==> config.mk <==
export PLATFORM = sky130hd
export DESIGN_NAME = div
export DESIGN_NICKNAME = d
export VERILOG_FILES = /design/src/rtl/div.sv
export SDC_FILE = /design/constraint.sdc
export NUM_CORES = 1
export LEC_CHECK = 0
export CAP_MARGIN = 30
export CORE_ASPECT_RATIO = 1.5
export CORE_UTILIZATION = 48
export CTS_CLUSTER_DIAMETER = 150
export DETAILED_ROUTE_END_ITERATION = 8
export GPL_ROUTABILITY_DRIVEN = 0
export PLACE_DENSITY = 0.75
export SLEW_MARGIN = 10
export SYNTH_ARGS = -nofsm -noshare
export SYNTH_HDL_FRONTEND = slang
export SYNTH_SLANG_ARGS = --single-unit
==> constraint.sdc <==
create_clock -name clk_i -period 2 [get_ports clk_i]
set_input_delay 0.3 -clock clk_i [delete_from_list [all_inputs] [get_ports clk_i]]
set_output_delay 0.3 -clock clk_i [all_outputs]
set_load 0.03 [all_outputs]
==> src/rtl/div.sv <==
// ============================================================================
// Module      : div
// Description : Sequential 24-bit by 8-bit unsigned restoring divider.
//               One quotient bit is resolved per clock, MSB first, giving a
//               fixed 24-cycle busy window per division. Results, the done
//               pulse and the divide-by-zero flag are all registered.
//               Optional feature macro: DIV_ZERO_DETECT_EN
//                 defined   -> a zero divisor short-circuits to a one-edge
//                              completion with err_o = 1 (busy_o stays 0)
//                 undefined -> err_o is tied to 0 and a zero divisor runs
//                              through the normal 24-step algorithm
// Revision    : 1.0 - initial release
// ============================================================================
`default_nettype none

module div (
    input  logic        clk_i,
    input  logic        rst_i,
    input  logic [23:0] a_bi,
    input  logic [7:0]  b_bi,
    input  logic        start_i,
    output logic        busy_o,
    output logic [23:0] q_bo,
    output logic [7:0]  r_bo,
    output logic        done_o,
    output logic        err_o
);

    // ------------------------------------------------------------------------
    // Constants and state encoding
    // ------------------------------------------------------------------------
    typedef enum logic [0:0] {
        ST_IDLE = 1'b0,
        ST_WORK = 1'b1
    } state_t;

    localparam logic [4:0]  c_LAST_STEP = 5'd23;
    localparam logic [23:0] c_ALL_ONES  = 24'hFFFFFF;

    // ------------------------------------------------------------------------
    // Working registers
    // ------------------------------------------------------------------------
    state_t      r_state;
    logic [4:0]  r_cnt;     // step counter, 0..23
    logic [8:0]  r_rem;     // partial remainder
    logic [23:0] r_dvd;     // latched dividend, shifted left one bit per step
    logic [7:0]  r_dvs;     // latched divisor
    logic [23:0] r_quot;    // quotient bits accumulated so far
    logic [23:0] r_q;
    logic [7:0]  r_r;
    logic        r_done;

    // ------------------------------------------------------------------------
    // Combinational restoring step
    // ------------------------------------------------------------------------
    logic [8:0]  w_shift;
    logic [8:0]  w_dvs_ext;
    logic        w_ge;
    logic [8:0]  w_rem_nxt;
    logic [23:0] w_quot_nxt;
    logic        w_last;
    logic        w_zero_start;
    logic        w_unused;

    // One restoring step: shift next dividend bit in, trial-subtract the
    // zero-extended divisor at full 9-bit width, keep or restore.
    always_comb begin
        w_shift    = {r_rem[7:0], r_dvd[23]};
        w_dvs_ext  = {1'b0, r_dvs};
        w_ge       = (w_shift >= w_dvs_ext);
        w_rem_nxt  = w_shift;
        if (w_ge) begin
            w_rem_nxt = w_shift - w_dvs_ext;
        end
        w_quot_nxt = {r_quot[22:0], w_ge};
        w_last     = (r_cnt == c_LAST_STEP);
    end

    // The remainder MSB only becomes set for a zero divisor, where it is
    // shifted out on the next step; it never feeds the datapath.
    assign w_unused = r_rem[8];

`ifdef DIV_ZERO_DETECT_EN
    logic r_err;

    // A start with a zero divisor bypasses the iterative datapath.
    assign w_zero_start = (b_bi == 8'd0);
    assign err_o        = r_err;
`else
    assign w_zero_start = 1'b0;
    assign err_o        = 1'b0;
`endif

    // ------------------------------------------------------------------------
    // Outputs
    // ------------------------------------------------------------------------
    assign busy_o = (r_state == ST_WORK);
    assign q_bo   = r_q;
    assign r_bo   = r_r;
    assign done_o = r_done;

    // FSM, datapath registers and registered results.
    always_ff @(posedge clk_i or negedge rst_i) begin
        if (!rst_i) begin
            r_state <= ST_IDLE;
            r_cnt   <= 5'd0;
            r_rem   <= 9'd0;
            r_dvd   <= 24'd0;
            r_dvs   <= 8'd0;
            r_quot  <= 24'd0;
            r_q     <= 24'd0;
            r_r     <= 8'd0;
            r_done  <= 1'b0;
`ifdef DIV_ZERO_DETECT_EN
            r_err   <= 1'b0;
`endif
        end else begin
            // done is a single-cycle pulse unless re-asserted below
            r_done <= 1'b0;

            case (r_state)
                ST_IDLE: begin
                    if (start_i) begin
                        if (w_zero_start) begin
                            // Immediate completion for a divide by zero;
                            // results mimic what the full algorithm yields.
                            r_q    <= c_ALL_ONES;
                            r_r    <= a_bi[7:0];
                            r_done <= 1'b1;
`ifdef DIV_ZERO_DETECT_EN
                            r_err  <= 1'b1;
`endif
                        end else begin
                            r_dvd   <= a_bi;
                            r_dvs   <= b_bi;
                            r_cnt   <= 5'd0;
                            r_rem   <= 9'd0;
                            r_quot  <= 24'd0;
                            r_state <= ST_WORK;
                        end
                    end
                end

                ST_WORK: begin
                    // start_i is deliberately not looked at here so the
                    // latched operands stay stable for the whole division.
                    r_rem  <= w_rem_nxt;
                    r_quot <= w_quot_nxt;
                    r_dvd  <= {r_dvd[22:0], 1'b0};
                    if (w_last) begin
                        r_q     <= w_quot_nxt;
                        r_r     <= w_rem_nxt[7:0];
                        r_done  <= 1'b1;
                        r_cnt   <= 5'd0;
                        r_state <= ST_IDLE;
`ifdef DIV_ZERO_DETECT_EN
                        r_err   <= 1'b0;
`endif
                    end else begin
                        r_cnt <= r_cnt + 5'd1;
                    end
                end

                default: begin
                    r_state <= ST_IDLE;
                end
            endcase
        end
    end

endmodule

`default_nettype wire

== After elaboration in Yosys (flattened, before gate mapping) ==
Cells that the tools add are included.
Widths: inputs -> output; s select.

* Bits in registers: 102
* Bits of input ports: 35
* Output and inout port bits: 35
* Logic and storage cells: 37

* $add $sub $neg: 2
* Order comparisons: 1
* Eq/ne operators: 3
* Muxes and demuxes: 19
* Bitwise operators: 1
* Reductions and logical operators: 2

{| class="wikitable"
|+ Operators by type and width
! cell !! count
|-
| $mux 24 || 3
|-
| $pmux 24 s2 || 1
|-
| $pmux 23 s2 || 1
|-
| $mux 8 || 4
|-
| $mux 23 || 1
|-
| $pmux 8 s2 || 1
|-
| $mux 5 || 2
|-
| $pmux 5 s2 || 1
|-
| $ge 9x8->1 || 1
|-
| $sub 8x8->8 || 1
|-
| $add 5x1->5 const B || 1
|-
| $eq 5x5->1 const B || 1
|-
| $pmux 1 s2 || 2
|-
| $reduce_and 2->1 || 2
|-
| $mux 1 || 3
|-
| $ne 2x1->1 const B || 1
|-
| $ne 2x2->1 const B || 1
|-
| $not 1->1 || 1
|}

== Logic depth before layout (Yosys ltp) ==
Gate-level depths: netlist of run 1.

* Word-level depth: 4
* Mapped depth: 10
* Depth with buffers taken out: 10

== Least setup slack after synthesis of run 1 ==
OpenSTA, ideal clock, no wires.

* Path kind: register -> register
* Start point: register r_rem[5]
* End point: register r_r[2] (netlist: r_bo[2])
* Library setup time: 0.125 ns
* Arrival time: 2.022 ns
* Required time: 1.875 ns
* Path slack: -0.147 ns
* Cell stages (with the launch flop): 7
* Buffers on the path: 0
* Clock period less this slack: 2.147 ns
* Path through: dfrtp_1 > ha_1 > a21o_1 > a211o_1 > a41oi_2 > mux2_2 > mux2_2

* Longest elaborated chain between the ends: 4

{| class="wikitable"
|+ Ends and longest elaborated chain
! element !! line !! source
|-
| start: declaration || 45 || <nowiki>logic [8:0] r_rem;</nowiki>
|-
| start signal: assignment || 147 || <nowiki>r_rem <= w_rem_nxt;</nowiki>
|-
| $ge 9x8->1 || 70 || <nowiki>w_ge = (w_shift >= w_dvs_ext);</nowiki>
|-
| $mux 8 || 72 || <nowiki>if (w_ge) begin</nowiki>
|-
| $mux 8 || 150 || <nowiki>if (w_last) begin</nowiki>
|-
| $mux 8 || 121 || <nowiki>case (r_state)</nowiki>
|-
| end signal: assignment || 128 || <nowiki>r_r <= a_bi[7:0];</nowiki>
|-
| end signal: assignment || 152 || <nowiki>r_r <= w_rem_nxt[7:0];</nowiki>
|-
| end: declaration || 50 || <nowiki>logic [7:0] r_r;</nowiki>
|}

No other way between the ends. The select of a mux whose other input is x is not followed.
A chain may end at the register's enable or synchronous reset.

== Final worst setup path of run 1 ==
* Start point: register r_dvs[6]
* End point: register r_r[2] (netlist: r_bo[2])

* Longest elaborated chain between the ends: 4

{| class="wikitable"
|+ Ends and longest elaborated chain
! element !! line !! source
|-
| start: declaration || 47 || <nowiki>logic [7:0] r_dvs;</nowiki>
|-
| start signal: assignment || 135 || <nowiki>r_dvs <= b_bi;</nowiki>
|-
| $ge 9x8->1 || 70 ||
|-
| $mux 8 || 72 ||
|-
| $mux 8 || 150 ||
|-
| $mux 8 || 121 ||
|}

No other way between the ends. The select of a mux whose other input is x is not followed.

==> results.md, run 1 <==
* Run status: finished, violations left
* Violated checks: negative setup slack
* Detailed-route wire length at around 9500 µm
* Routed vias/inst at ~5.4
* Max Slew Vio Count at 0
* Element type at the critical path end: register
* Setup Skew at around 0.0081 ns
* Number of global-route vias before repair at ~3400
* Yosys cell types at 38
* Startpoint types: register
* Number of port buffers at slightly below 70
* CP max-delay cell: dfrtp_1
* Max Cap Viol at 0
* Worst slew margin at between 60% and 70%
* Placeable Area at 8934 µm²
* CP Launch Point: r_dvs[6]
* Pwr Total at between 10 and 15 mW
* Gate Count Post-Synth at 410
* Grt ovf at 0
* R2R Path Start: r_dvs[6]
* Hold path startpoint: start_i
* Placed Cells at 590
* Final std cells w/o fill at a little over 600
* Critical Path AT at about 2.3 ns
* Hold Crit Class: in2reg
* Leak pwr at roughly 2.6 nW
* Tmin final at a little over 2 ns
* TritonCTS Buffers at 9
* Tcrit/Tclk final at 103.0%
* Pwr dens at ~1800 nW/µm²
* Root Driver: clkbuf_16
* CTS tree: done
* Fmax at roughly 490 MHz
* Worst path cell trace: inv_2 > ha_4 > a21o_1 > a211o_1 > a41oi_2 > buf_6 > mux2_4 > mux2_2
* Pre-CTS setup slack at -0.1124 ns
* Final #Nets at ~540
* Number of fill cells at 683
* Setup WS post-layout at -0.06077 ns
* Primary FF master, synth: dfrtp_1
* Yosys warnings at 0
* CTS HTree Levels at 3
* Post-synth EDFFs at 0
* Clk slew on worst S/H paths at 0.07 ns
* First-pass GRT wire length at 15900 µm
* Netlist Area Pre-Place at 4472 µm²
* Seq cells post-synth at slightly above 100
* Clk sinks at slightly above 100
* Remaining antenna violation count at 0
* Area growth syn-to-layout at 31.45%
* Die height at ~120 µm
* Final Hold Fails at 0
* Fraction of registers with async set/reset at between 90% and 100%
* Die Wd at 80.81 µm
* Dpl hpwl at ~6400 µm
* Crit Path Max Fanout at 4
* TNS Setup at -0.2272 ns
* N_diodes at 0
* WL/cell at 15.40 µm
* DR pass1 iterations at 4
* Largest net degree at the start of global routing at 54
* Worst hold slack at ~0.4 ns
* Skew-Pair Late Insertion Delay at 0.34 ns
* Worst Path Required at 2.23 ns
* Syn_nets at 455
* Num ports at 70
* RSZ-0062 raised after global routing: yes
* Seq/Total Area, Yosys at between 50 and 60%
* Slew @ Worst Pin at 0.5742 ns
* Routed vias at about 3300
* Final setup vio count at 8
* GRT Util Overall at a little over a fifth
* Syn avg cell area at around 11 µm²
* Antenna violations before repair at 0
* Share of cells above drive strength 1 at between 20% and 30%
* Crit-path max cell delay at 0.38 ns
* # rows at 42
* VDD IR max at ~970 µV
* Initial Util at between 50% and 60%
* Initial drt markers at 176
* DRC violations left at 0
* Max clock buf depth at 2
* Kind of critical path: reg2reg
* Die area at between 9000 and 10000 µm²
what timing repair did:
item                                   4_1_cts  5_1_grt
setup buffers                                3        4
endpoints found under the hold margin       35        0
hold buffers                                 1        0
pin swaps                                    5       13
setup endpoints to repair                   15       17
resized for setup                           15       14
cloned                                       0        0
critical path, delay by kind of cell (launching register included):
family	cells	cell delay (ns)
fa+ha+maj	1	0.20
compound gates	3	0.58
flops	1	0.38
mux	2	0.57
buf+inv	2	0.22
layout make-up:
type                            instances  area (µm²)  share of cell area (%)
Clock buffer                           11       232.7                   3.959
Multi-Input combinational cell        274        1913                   32.55
Sequential cell                       102        2554                   43.44
Clock inverter                          5       42.54                  0.7237
Timing Repair Buffer                  102       958.4                   16.30
Tap cell                              110       137.6                   2.341
Inverter                               10       40.04                  0.6811
cells in the mapped netlist (2+ instances only):
| library cell | count | share of area [%] |
|---|---|---|
| nor2b_1 | 2 | 0.28 |
| xnor2_1 | 3 | 0.59 |
| dfrtp_1 | 102 | 57 |
| clkbuf_1 | 12 | 1.0 |
| nand2_1 | 81 | 6.8 |
| a21oi_1 | 12 | 1.3 |
| o21ai_1 | 8 | 0.90 |
| a21o_1 | 4 | 0.67 |
| a22o_1 | 5 | 0.98 |
| xor2_1 | 3 | 0.59 |
| mux2i_1 | 29 | 6.5 |
| nand3_1 | 2 | 0.22 |
| buf_2 | 8 | 0.90 |
| a31oi_1 | 2 | 0.28 |
| ha_1 | 9 | 2.5 |
| inv_1 | 9 | 0.76 |
| nand2b_1 | 4 | 0.56 |
| o21ai_0 | 58 | 6.5 |
| buf_1 | 2 | 0.17 |
| nor2_1 | 10 | 0.84 |
| mux2_2 | 28 | 7.1 |
final timing paths:
path | slack (ns) | cells past startpoint | endpoint
hold / removal | 0.40 | 4 | r_rem[6]
min in group asynchronous | 0.46 | 2 | r_dvs[1]
hold reg to reg | 0.48 | 2 | r_dvd[16]
setup / recovery | -0.06 | 8 | r_bo[2]
max in group asynchronous | 0.88 | 3 | r_dvd[14]
setup reg to reg | -0.06 | 8 | r_bo[2]
placed cells by master, fill, tap and decap left out, types with 2 or more instances in the layout:
cell             synthesis  routed
a21o_1                   4       4
a21oi_1                 12       9
a21oi_2                  1       4
a22o_1                   5       5
a31oi_1                  2       2
buf_4                    1      30
buf_6                    1       2
clkbuf_1                12       2
clkbuf_16                0       9
clkdlybuf4s50_1          0      66
dfrtp_1                102     101
ha_1                     9       4
ha_4                     0       4
inv_1                    9       4
inv_2                    1       5
inv_6                    0       3
mux2_2                  28      25
mux2_4                   1       4
mux2i_1                 29      26
mux2i_4                  0       2
nand2_1                 81      81
nand2b_1                 4       3
nor2_1                  10      10
nor2b_1                  2       2
o21ai_0                 58      57
o21ai_1                  8       7
o21ai_2                  0       2
xnor2_1                  3       3
xor2_1                   3       3
cells by family (layout without fill, tap and decap cells):
logic type | Yosys count | after routing | share of synthesized area [%]
DFF | 102 | 102 | 57.08
adders and majority gates | 10 | 10 | 2.966
and+or+nand+nor | 103 | 103 | 9.373
muxes | 58 | 58 | 13.88
other | 1 | 1 | 0.08386
xor gates and xnor gates | 6 | 6 | 1.175
AOI/OAI and AO/OA | 96 | 96 | 12.12
buffers and inverters | 34 | 128 | 3.330
layer usage:
layer	vias to the layer above	track usage (%)	wire length [µm]
li1	1580	-	-
met1	1668	26.71	3974
met2	83	35.82	4972
met3	15	3.623	266
met4	0	10.38	241
met5	-	0	0
through the flow:
step	cell area, µm²	util [%]
finish	5878	65.80
global route	5878	65.80
CTS	5793	64.85
detailed placement	5423	60.70
global placement	5411	60.57
floorplan	4504	-
where the power goes:
part           switching (mW)  total (mW)  internal (mW)
logic                    2.68        5.40           2.72
clock network           0.776        1.64          0.861
registers               0.599        3.58           2.98
registers in the layout, indices dropped and copies added, names as in the netlist:
signal,cells
busy_o,1
done_o,1
q_bo,24
r_bo,8
r_cnt,5
r_dvd,24
r_dvs,8
r_quot,23
r_rem,8
Power figures use the tool's default switching activity.
==> run 2, diff against run 1 <==
CTS_CLUSTER_SIZE = 25   (was not set)
==> results of run 2 <==
Same layout as run 1: the final DEF is identical, and so are final timing and power.
==> run 3, diff against run 2 <==
CAP_MARGIN = 20   (was 30)
CTS_CLUSTER_SIZE = 40   (was 25)
==> run 3 against run 2 <==
Effect of this change:
- the flow still finishes with violations (negative setup slack)
- die area is the same
- via count shrank 1.0%
- global-route usage is essentially flat
- hold slack lost 0.049 ns
- critical path depth shrank 1
- non-clock buffer count is the same
- sequential power is essentially flat
- critical endpoint is now r_bo[0]
==> results.md, run 3 (synthesis gave the netlist of run 1 again) <==
* M1 WL at between 4000 and 5000 µm
* Detailed-route wire length at 9561 µm
* Die Wd at a little over 80 µm
* Worst Path Required at roughly 2.3 ns
* Max Used Layer: met4
* Dpl hpwl at ~6300 µm
* Routed vias at 3311
* Grt ovf at 0
* Max clock buf depth at 2
* Crit Path Max Fanout at 5
* CP max-delay cell: dfrtp_1
* Commonest non-fill, non-tap cell in the layout: dfrtp_1
* Hold Path Stages at 3
* # rows at between 40 and 50
* First-pass GRT wire length at about 16000 µm
* R2R Path Start: r_rem[0]
* Kind of critical path: reg2reg
* Path depth of the worst reg2reg path at 7
* Initial Util at 50.06%
* WL/cell at ~16 µm
* Core Util, Final at between 60 and 70%
* Startpoint types: register
* CTS tree: done
* Placeable Area at 8934 µm²
* Initial drt markers at 200
* Routed vias/inst at around 5.4
* CTS HTree Levels at 3
* Num ports at 70
* Max Cap Viol at 0
* Run status: finished, violations left
* Crit-path max cell delay at about 0.46 ns
* Final setup vio count at 14
* Critical Path AT at approximately 2.4 ns
* Clk sinks at around 100
* DRC violations left at 0
* RSZ-0062 raised after global routing: yes
* Die area at slightly below 10000 µm²
* Final Hold Fails at 0
* Number of fill cells at 665
* Leak pwr at ~2.7 nW
* Worst slew margin at between 60% and 70%
* Largest net degree at the start of global routing at 54
* Die height at approximately 120 µm
* GRT Util Overall at a little over a fifth
* Clk slew on worst S/H paths at 0.07 ns
* DR pass1 iterations at 4
* Root Driver: clkbuf_16
* Tmin final at roughly 2.1 ns
* N_diodes at 0
* Hold Crit Class: in2reg
* Violated checks: negative setup slack
* Pwr dens at approximately 1800 nW/µm²
* Element type at the critical path end: register
* Final #Nets at 544
* Skew-Pair Late Insertion Delay at 0.34 ns
* Pwr Total at 10.89 mW
* Max Slew Vio Count at 0
* Fmax at about 480 MHz
* Area growth syn-to-layout at 32.06%
* Setup WS post-layout at -0.09135 ns
* Share of cells above drive strength 1 at 21.27%
* CP Launch Point: r_rem[0]
* Setup Skew at 0.008250 ns
* R2r endpoint: r_bo[0]
* Hold path startpoint: start_i
* Reg2Reg Setup Slack at -0.09 ns
* Number of port buffers at 68
* Most frequent cells in the layout: dfrtp_1 (101), nand2_1 (81), clkdlybuf4s50_1 (66)
* WHS Endpoint: busy_o
* Remaining antenna violation count at 0
* VDD IR max at around 1200 µV
* Most frequent CP cell: a21oi_2
* Tcrit/Tclk final at 104.6%
* Slew @ Worst Pin at 0.5781 ns
* Antenna violations before repair at 0
* Metal3 WL at 297 µm
* Number of global-route vias before repair at about 3400
* TritonCTS Buffers at 9
* Met2 WL post-DR at ~4800 µm
* Worst path cell trace: ha_1 > a21oi_2 > o21ai_2 > a41oi_4 > buf_6 > mux2_4 > a21oi_2
==> run 3: changes by cell type in the layout (fill, tap and decap cells not counted), moves of 2 or more <==
cell | previous run | this run
inv_6 | 3 | 0
clkinv_4 | 1 | 3
clkbuf_8 | 0 | 2
buf_4 | 30 | 32
clkbuf_1 | 2 | 0
==> run 3: area by class of cell <==
class	count	area, µm²	share of cell area (%)
clock inverters	4	56.30	0.9534
multi-input cells	274	1918	32.48
clock buffers	11	252.7	4.280
inverters	10	40.04	0.6780
well taps	110	137.6	2.331
flip-flops and latches	102	2554	43.24
repair buffers	102	947.2	16.04
==> run 3: where the power goes <==
group / switching (mW) / internal [mW]
sequential: 0.596 / 2.99
clock: 0.740 / 1.04
combinational: 2.76 / 2.76
==> run 3: through the flow <==
step                      cell area [µm²]  cells  hold slack [ns]  TNS (ns)  setup WS [ns]
after floorplan                      4504    410         0.004409         0       0.003138
after global placement               5411    589           0.2928   -0.6078       -0.09414
after detailed placement             5411    589           0.2928   -0.9052        -0.1123
after CTS                            5837    609           0.4639   -0.5419       -0.09791
after global routing                 5906    613           0.3924    -1.694        -0.1778
final                                5906    613           0.3495   -0.6166       -0.09135
==> run 3: worst max-delay path by stage <==
| stage | endpoint | slack (ns) | cells after the start |
|---|---|---|---|
| global placement | r_bo[0] | -0.09 | 9 |
| floorplan | r_bo[2] | 0.003 | 8 |
| finish | r_bo[0] | -0.09 | 7 |
| detailed placement | r_rem[0] | -0.11 | 9 |
| global route | r_bo[6] | -0.18 | 10 |
| CTS | r_bo[5] | -0.1 | 6 |
==> run 3: per-layer routing <==
metal | track usage (%) | vias to the layer above
met4 | 11.94 | 0
met1 | 25.78 | 1612
met3 | 3.774 | 31
met2 | 36.08 | 90
li1 | - | 1578
met5 | 0 | -
==> run 3: timing repair <==
action / 4_1_cts / 5_1_grt
endpoints found under the hold margin: 35 / 0
gates resized for setup: 20 / 8
hold buffers: 1 / 0
pin swaps: 12 / 9
setup buffers: 4 / 3
endpoints found under the setup margin: 15 / 18
==> run 3: worst max-delay path: cells and delay by family, from the launching register on <==
kind	cells	cell delay, ns
compound gates	4	0.66
buf+inv	1	0.20
mux	1	0.33
fa+ha+maj	1	0.37
flops	1	0.46
